### config.mk
export PLATFORM = sky130hd
export DESIGN_NAME = uart_transceiver
export DESIGN_NICKNAME = d
export VERILOG_FILES = /design/src/rtl/uart_pkg.sv /design/src/rtl/uart_bit_timer.sv /design/src/rtl/uart_transceiver.sv
export SDC_FILE = /design/constraint.sdc
export NUM_CORES = 1
export LEC_CHECK = 0
export BUFFER_PORTS_ARGS = -buffer_cell sky130_fd_sc_hd__buf_2
export CAP_MARGIN = 40
export CORE_MARGIN = 1.5
export CORE_UTILIZATION = 45
export CTS_BUF_LIST = sky130_fd_sc_hd__clkbuf_4 sky130_fd_sc_hd__clkbuf_8
export CTS_CLUSTER_SIZE = 30
export DETAILED_ROUTE_END_ITERATION = 7
export GPL_TIMING_DRIVEN = 1
export MAX_ROUTING_LAYER = met4
export PLACE_DENSITY = 0.69
export SLEW_MARGIN = 20
export SYNTH_ARGS = -nofsm -noshare
export SYNTH_HDL_FRONTEND = slang
export SYNTH_SLANG_ARGS = --single-unit
### constraint.sdc
create_clock -name uart_clk -period 3.2 [get_ports uart_clk]
set_input_delay 0.64 -clock uart_clk [delete_from_list [all_inputs] [get_ports uart_clk]]
set_output_delay 0.64 -clock uart_clk [all_outputs]
set_load 0.01 [all_outputs]
### src/rtl/uart_pkg.sv
// Shared definitions for the 8N1 UART transceiver: FSM encodings, frame width
// and the baud divisor calculation.
package uart_pkg;

  typedef enum logic [1:0] {
    IDLE  = 2'd0,
    START = 2'd1,
    DATA  = 2'd2,
    STOP  = 2'd3
  } uart_state_e;

  localparam int DATA_BITS = 8;

  function automatic int calc_div(input int clk_freq, input int baud);
    return clk_freq / baud;
  endfunction

endpackage

### src/rtl/uart_bit_timer.sv
// Loadable down-counter that marks one bit period; tick is high while the
// count sits at zero, and a load always wins over counting.
module uart_bit_timer #(
  parameter int W = 7
) (
  input  logic         clk,
  input  logic         rst,
  input  logic         load,
  input  logic [W-1:0] load_val,
  output logic         tick
);

  logic [W-1:0] count_r;

  // Count down to zero and park there until the next load.
  always_ff @(posedge clk or posedge rst) begin
    if (rst) begin
      count_r <= {W{1'b0}};
    end else if (load) begin
      count_r <= load_val;
    end else if (count_r != {W{1'b0}}) begin
      count_r <= count_r - {{(W-1){1'b0}}, 1'b1};
    end else begin
      count_r <= count_r;
    end
  end

  assign tick = (count_r == {W{1'b0}});

endmodule

### src/rtl/uart_transceiver.sv
// 8N1 UART physical layer: edge-triggered transmitter and 2-flop-synchronised,
// mid-bit-sampling receiver running from a shared integer baud divisor.
module uart_transceiver
  import uart_pkg::*;
#(
  parameter int CLK_FREQ = 11059200,
  parameter int BAUD     = 115200
) (
  input  logic       uart_clk,
  input  logic       rst_bus,
  input  logic       tx_start,
  input  logic [7:0] tx_data,
  output logic       tx_busy,
  output logic       txd,
  input  logic       rxd,
  output logic       rx_ready,
  output logic [7:0] rx_data,
  output logic       rx_frame_err
);

  localparam int DIV = calc_div(CLK_FREQ, BAUD);
  localparam int CW  = $clog2(DIV);
  localparam logic [CW-1:0] LOAD_FULL = CW'(DIV - 1);
  localparam logic [CW-1:0] LOAD_HALF = CW'(DIV / 2 - 1);
  localparam logic [2:0]    LAST_BIT  = 3'(DATA_BITS - 1);

  // ---------------- transmitter ----------------
  uart_state_e tx_state_r, tx_state_s;
  logic        tx_start_q_r;
  logic        start_edge_s;
  logic [7:0]  tx_shift_r, tx_shift_s;
  logic [2:0]  tx_bit_r, tx_bit_s;
  logic        txd_r, txd_s;
  logic        tx_busy_r, tx_busy_s;
  logic        tx_load_s;
  logic        tx_tick_s;

  assign start_edge_s = tx_start & ~tx_start_q_r;

  uart_bit_timer #(.W(CW)) u_tx_timer (
    .clk      (uart_clk),
    .rst      (rst_bus),
    .load     (tx_load_s),
    .load_val (LOAD_FULL),
    .tick     (tx_tick_s)
  );

  // TX state, shift register and registered line outputs.
  always_ff @(posedge uart_clk or posedge rst_bus) begin
    if (rst_bus) begin
      tx_state_r   <= IDLE;
      tx_start_q_r <= 1'b0;
      tx_shift_r   <= 8'h00;
      tx_bit_r     <= 3'd0;
      txd_r        <= 1'b1;
      tx_busy_r    <= 1'b0;
    end else begin
      tx_state_r   <= tx_state_s;
      tx_start_q_r <= tx_start;
      tx_shift_r   <= tx_shift_s;
      tx_bit_r     <= tx_bit_s;
      txd_r        <= txd_s;
      tx_busy_r    <= tx_busy_s;
    end
  end

  // TX next-state: edges seen outside IDLE are consumed by the edge register and dropped.
  always_comb begin
    tx_state_s = tx_state_r;
    tx_shift_s = tx_shift_r;
    tx_bit_s   = tx_bit_r;
    txd_s      = txd_r;
    tx_busy_s  = tx_busy_r;
    tx_load_s  = 1'b0;
    case (tx_state_r)
      IDLE: begin
        if (start_edge_s) begin
          tx_state_s = START;
          tx_shift_s = tx_data;
          tx_bit_s   = 3'd0;
          txd_s      = 1'b0;
          tx_busy_s  = 1'b1;
          tx_load_s  = 1'b1;
        end else begin
          txd_s      = 1'b1;
          tx_busy_s  = 1'b0;
        end
      end
      START: begin
        if (tx_tick_s) begin
          tx_state_s = DATA;
          txd_s      = tx_shift_r[0];
          tx_bit_s   = 3'd0;
          tx_load_s  = 1'b1;
        end else begin
          tx_load_s  = 1'b0;
        end
      end
      DATA: begin
        if (tx_tick_s) begin
          tx_load_s = 1'b1;
          if (tx_bit_r == LAST_BIT) begin
            tx_state_s = STOP;
            txd_s      = 1'b1;
          end else begin
            tx_shift_s = {1'b0, tx_shift_r[7:1]};
            txd_s      = tx_shift_r[1];
            tx_bit_s   = tx_bit_r + 3'd1;
          end
        end else begin
          tx_load_s = 1'b0;
        end
      end
      STOP: begin
        if (tx_tick_s) begin
          tx_state_s = IDLE;
          txd_s      = 1'b1;
          tx_busy_s  = 1'b0;
        end else begin
          tx_load_s  = 1'b0;
        end
      end
      default: begin
        tx_state_s = IDLE;
        txd_s      = 1'b1;
        tx_busy_s  = 1'b0;
      end
    endcase
  end

  assign txd     = txd_r;
  assign tx_busy = tx_busy_r;

  // ---------------- receiver ----------------
  uart_state_e rx_state_r, rx_state_s;
  logic        rxd_meta_r, rxd_sync_r;
  logic [7:0]  rx_shift_r, rx_shift_s;
  logic [2:0]  rx_bit_r, rx_bit_s;
  logic [7:0]  rx_data_r, rx_data_s;
  logic        rx_ready_r, rx_ready_s;
  logic        rx_err_r, rx_err_s;
  logic        rx_load_s;
  logic [CW-1:0] rx_load_val_s;
  logic        rx_tick_s;

  uart_bit_timer #(.W(CW)) u_rx_timer (
    .clk      (uart_clk),
    .rst      (rst_bus),
    .load     (rx_load_s),
    .load_val (rx_load_val_s),
    .tick     (rx_tick_s)
  );

  // rxd synchroniser, RX state and registered strobes.
  always_ff @(posedge uart_clk or posedge rst_bus) begin
    if (rst_bus) begin
      rxd_meta_r <= 1'b1;
      rxd_sync_r <= 1'b1;
      rx_state_r <= IDLE;
      rx_shift_r <= 8'h00;
      rx_bit_r   <= 3'd0;
      rx_data_r  <= 8'h00;
      rx_ready_r <= 1'b0;
      rx_err_r   <= 1'b0;
    end else begin
      rxd_meta_r <= rxd;
      rxd_sync_r <= rxd_meta_r;
      rx_state_r <= rx_state_s;
      rx_shift_r <= rx_shift_s;
      rx_bit_r   <= rx_bit_s;
      rx_data_r  <= rx_data_s;
      rx_ready_r <= rx_ready_s;
      rx_err_r   <= rx_err_s;
    end
  end

  // RX next-state: returns to IDLE right after the mid-stop sample to catch back-to-back frames.
  always_comb begin
    rx_state_s    = rx_state_r;
    rx_shift_s    = rx_shift_r;
    rx_bit_s      = rx_bit_r;
    rx_data_s     = rx_data_r;
    rx_ready_s    = 1'b0;
    rx_err_s      = 1'b0;
    rx_load_s     = 1'b0;
    rx_load_val_s = LOAD_FULL;
    case (rx_state_r)
      IDLE: begin
        if (!rxd_sync_r) begin
          rx_state_s    = START;
          rx_load_s     = 1'b1;
          rx_load_val_s = LOAD_HALF;
        end else begin
          rx_state_s    = IDLE;
        end
      end
      START: begin
        if (rx_tick_s) begin
          if (rxd_sync_r) begin
            rx_state_s = IDLE;
          end else begin
            rx_state_s = DATA;
            rx_bit_s   = 3'd0;
            rx_load_s  = 1'b1;
          end
        end else begin
          rx_load_s = 1'b0;
        end
      end
      DATA: begin
        if (rx_tick_s) begin
          rx_shift_s = {rxd_sync_r, rx_shift_r[7:1]};
          rx_load_s  = 1'b1;
          if (rx_bit_r == LAST_BIT) begin
            rx_state_s = STOP;
          end else begin
            rx_bit_s   = rx_bit_r + 3'd1;
          end
        end else begin
          rx_load_s = 1'b0;
        end
      end
      STOP: begin
        if (rx_tick_s) begin
          rx_state_s = IDLE;
          if (rxd_sync_r) begin
            rx_data_s  = rx_shift_r;
            rx_ready_s = 1'b1;
          end else begin
            rx_err_s   = 1'b1;
          end
        end else begin
          rx_load_s = 1'b0;
        end
      end
      default: begin
        rx_state_s = IDLE;
      end
    endcase
  end

  assign rx_ready     = rx_ready_r;
  assign rx_data      = rx_data_r;
  assign rx_frame_err = rx_err_r;

endmodule

==> results.md <==
* Total power at around 0.0012 W
* Core area at around 6000 sq um
* Nets at between 200 and 300
* Remaining global-route overflow at 0
* Syn_nets at 267
* Num CTS Buffers at 5
* Global Route Usage Sum at 0.167
* CP dominant cell by count: a21oi_1
* Fmax at ~510 MHz
* Final worst-path cycle share at 0.618
* Initial core utilization at 0.467
* Syn Std Cell Area at around 2800 sq um
* Hold Crit Class: flop to flop
* Layout area overhead at 10.4%
* Clock skew at between 0.009 and 0.01 ns
* Synth warn at 0
* RD Place Congestion at roughly 0.83
* CP Cell Sequence: inv_1, ha_1, nor4b_1, a21oi_1, a21oi_1, mux2_2
* VDD IR max at 0.198 mV
* Die Wd at 81.4 microns
* Die Height at slightly above 80 microns
* # resized after CTS at 0
* Gate Count Post-Synth at roughly 240
* Avg Cell Area, Syn at 11.4 sq um
* Root buffer cell: clkbuf_8
* CTS Hold Bufs at 0
* CP arrival at ~2.2 ns
* First-pass GRT wire length at slightly above 8000 microns
* Setup CP Type: flop to flop
* Post-route antenna net violation count at 0
* Seq/Total Area, Yosys at 0.499
* Top_reg_cell synth: dfrtp_1
* P per Cell Area at approximately 380 nW/um^2
* Post-synth top area cell: dfrtp_1
* # setup viols final at 0
* Vias in the first global route at approximately 1.9k
* Setup_tns at 0 ns
* RSZ-0062 raised after global routing: false
* Synth cell types at 54
* Longest Clk Path Bufs at 2
* Port Buffers at 23
* Outcome: completed
* Antenna violations before repair at 0
* Share of layout cells above drive strength 1 at 0.243
* Fin crit period at between 1.5 and 2 ns
* Final wirelength at 4700 microns
* Final Max Slew Viols at 0
* Clock transition at the registers of the reported paths at approximately 0.10 ns
* CTS tree: yes
* Final hold slack at 0.363 ns
* Worst Tran Pin Value at roughly 0.68 ns
* DR iter-0 viols at 50
* Die area at roughly 6600 sq um
* Critical Path RT at approximately 3.4 ns
* I/O pin count at 24
* Synth Register Bits at 55
* # rows at 28
* Postcts setup bufs at 0
* Clk sinks at 55
* Total of max-cap violations at 0
* H-Tree Depth at 2
* Top cells by area, synth: dfrtp_1 47%, mux2_2 6.9%, ha_1 5.9%, dfstp_2 2.9%, o221a_1 2.9%
* Dpl hpwl at between 3000 and 4000 microns
* Slew headroom at 0.543
* Vias at about 1.8k
* EDFF count, synth at 0
* CP max-delay cell: dfrtp_1
* Max stage delay on crit path at around 0.39 ns
* WL/cell at between 10 and 15 microns
* Worst-path fanout max at 14
* Skew-Pair Late Insertion Delay at 0.31 ns
* Antenna Cells at 0
* Startpoint Class: flop
* Crit path capture type: flop
* Share of the synthesized area in the top cell type at 0.471
* DRT Pass-1 Iters at 4
* Vias per Instance at between 5 and 6
* Largest net degree at the start of global routing at 32
* Synth async-reset ratio at 1.00
* DRC errors left at 0
* LEAKAGE at approximately 1.4 nW
* Final hold violations at 0
cell usage in the layout, fill, tap and decap left out, types with 2 or more instances in the layout:
master	Yosys	layout
buf_2	2	23
nand3_1	7	7
nand2_1	16	16
a31oi_1	2	2
and2_1	2	2
xnor2_1	3	3
o21ai_0	10	10
buf_4	1	2
clkbuf_8	0	5
nor4b_1	2	2
nand2_2	2	2
dfrtp_1	52	52
nand4_1	3	3
a211oi_1	2	2
a21oi_1	9	9
inv_1	12	11
o221a_1	7	7
nor2_1	11	11
nor3_1	3	3
mux2_2	17	17
nor2b_1	5	5
ha_1	13	13
nand2b_1	12	12
mux2_1	2	2
o2bb2ai_1	2	2
dfstp_2	3	3
xor2_1	2	2
o211ai_1	6	6
mux2i_1	5	5
inv_6	0	2
worst paths after layout:
| kind | startpoint | endpoint | slack (ns) | cells past startpoint |
|---|---|---|---|---|
| setup reg to reg | tx_state_r[0] | tx_state_r[1] | 1.22 | 6 |
| min in group asynchronous | rst_bus | rx_ready | 0.40 | 2 |
| max in group asynchronous | rst_bus | tx_shift_r[5] | 2.15 | 3 |
| setup / recovery | tx_state_r[0] | tx_state_r[1] | 1.22 | 6 |
| hold / removal | rxd_meta_r | rxd_sync_r | 0.36 | 0 |
| hold reg to reg | rxd_meta_r | rxd_sync_r | 0.36 | 0 |
synth_stat cells (all sizes together), types with 6 or more instances:
cell type and count:
nand2b 12, o21ai 10, nand2 18, nor2 12, o221a 7, nand3 8, a21oi 9, inv 12
ha 13, dfrtp 52, o211ai 6, mux2 19
logic make-up (layout without fill, tap and decap cells):
group	Yosys count	in the layout	synth area share
fa+ha+maj	13	13	0.0589
mux	24	24	0.0955
compound gates	48	48	0.128
simple gates	78	78	0.175
xor+xnor	5	5	0.0158
flops	55	55	0.499
buf+inv	19	45	0.0281
state kept, by name, indices dropped and copies added (netlist names), 2 cells and up, named ones only:
register / cells
rx_bit_r: 3
u_rx_timer.count_r: 7
rx_shift_r: 8
tx_state_r: 2
tx_bit_r: 3
rx_data: 8
tx_shift_r: 8
u_tx_timer.count_r: 7
stage by stage:
| stage | cells | utilization | instance area, sq um | setup slack (ns) |
|---|---|---|---|---|
| global placement | 335 | 0.499 | 2960 | 1.16 |
| finish | 343 | 0.515 | 3050 | 1.22 |
| detailed placement | 335 | 0.499 | 2960 | 1.15 |
| global route | 343 | 0.515 | 3050 | 1.05 |
| CTS | 343 | 0.515 | 3050 | 1.23 |
| floorplan | 242 | - | 2760 | 1.22 |
critical path: cells and delay by family (launching register included):
| family | cells | cell delay [ns] |
|---|---|---|
| AO/OA/AOI/OAI | 2 | 0.35 |
| AND/OR/NAND/NOR | 1 | 0.30 |
| flip-flops | 1 | 0.39 |
| adder cells (fa/ha/maj) | 1 | 0.37 |
| buffers and inverters | 1 | 0.10 |
| multiplexers | 1 | 0.37 |
routing by layer:
metal | track usage | share of wire | vias to the layer above
met5 | - | 0 | -
met1 | 0.204 | 0.47 | 896
li1 | - | - | 921
met3 | 0.0382 | 0.026 | 5
met2 | 0.269 | 0.50 | 24
met4 | 0.0603 | 0.0094 | 0
layout make-up:
type / instances / area (sq um)
fill: 534 / 2870
tap: 75 / 93.8
inverter: 12 / 45.0
clock buffer: 5 / 68.8
timing repair buffer: 25 / 130
multi-input combinational: 168 / 1310
sequential: 55 / 1380
clock inverter: 3 / 26.3
report_power, final:
part	internal, W	switching, W	total (W)
registers	0.000703	0.00000959	0.000713
logic	0.0000193	0.0000300	0.0000493
clock network	0.000162	0.000241	0.000402
total	0.000884	0.000280	0.00116
Power figures use the tool's default switching activity.
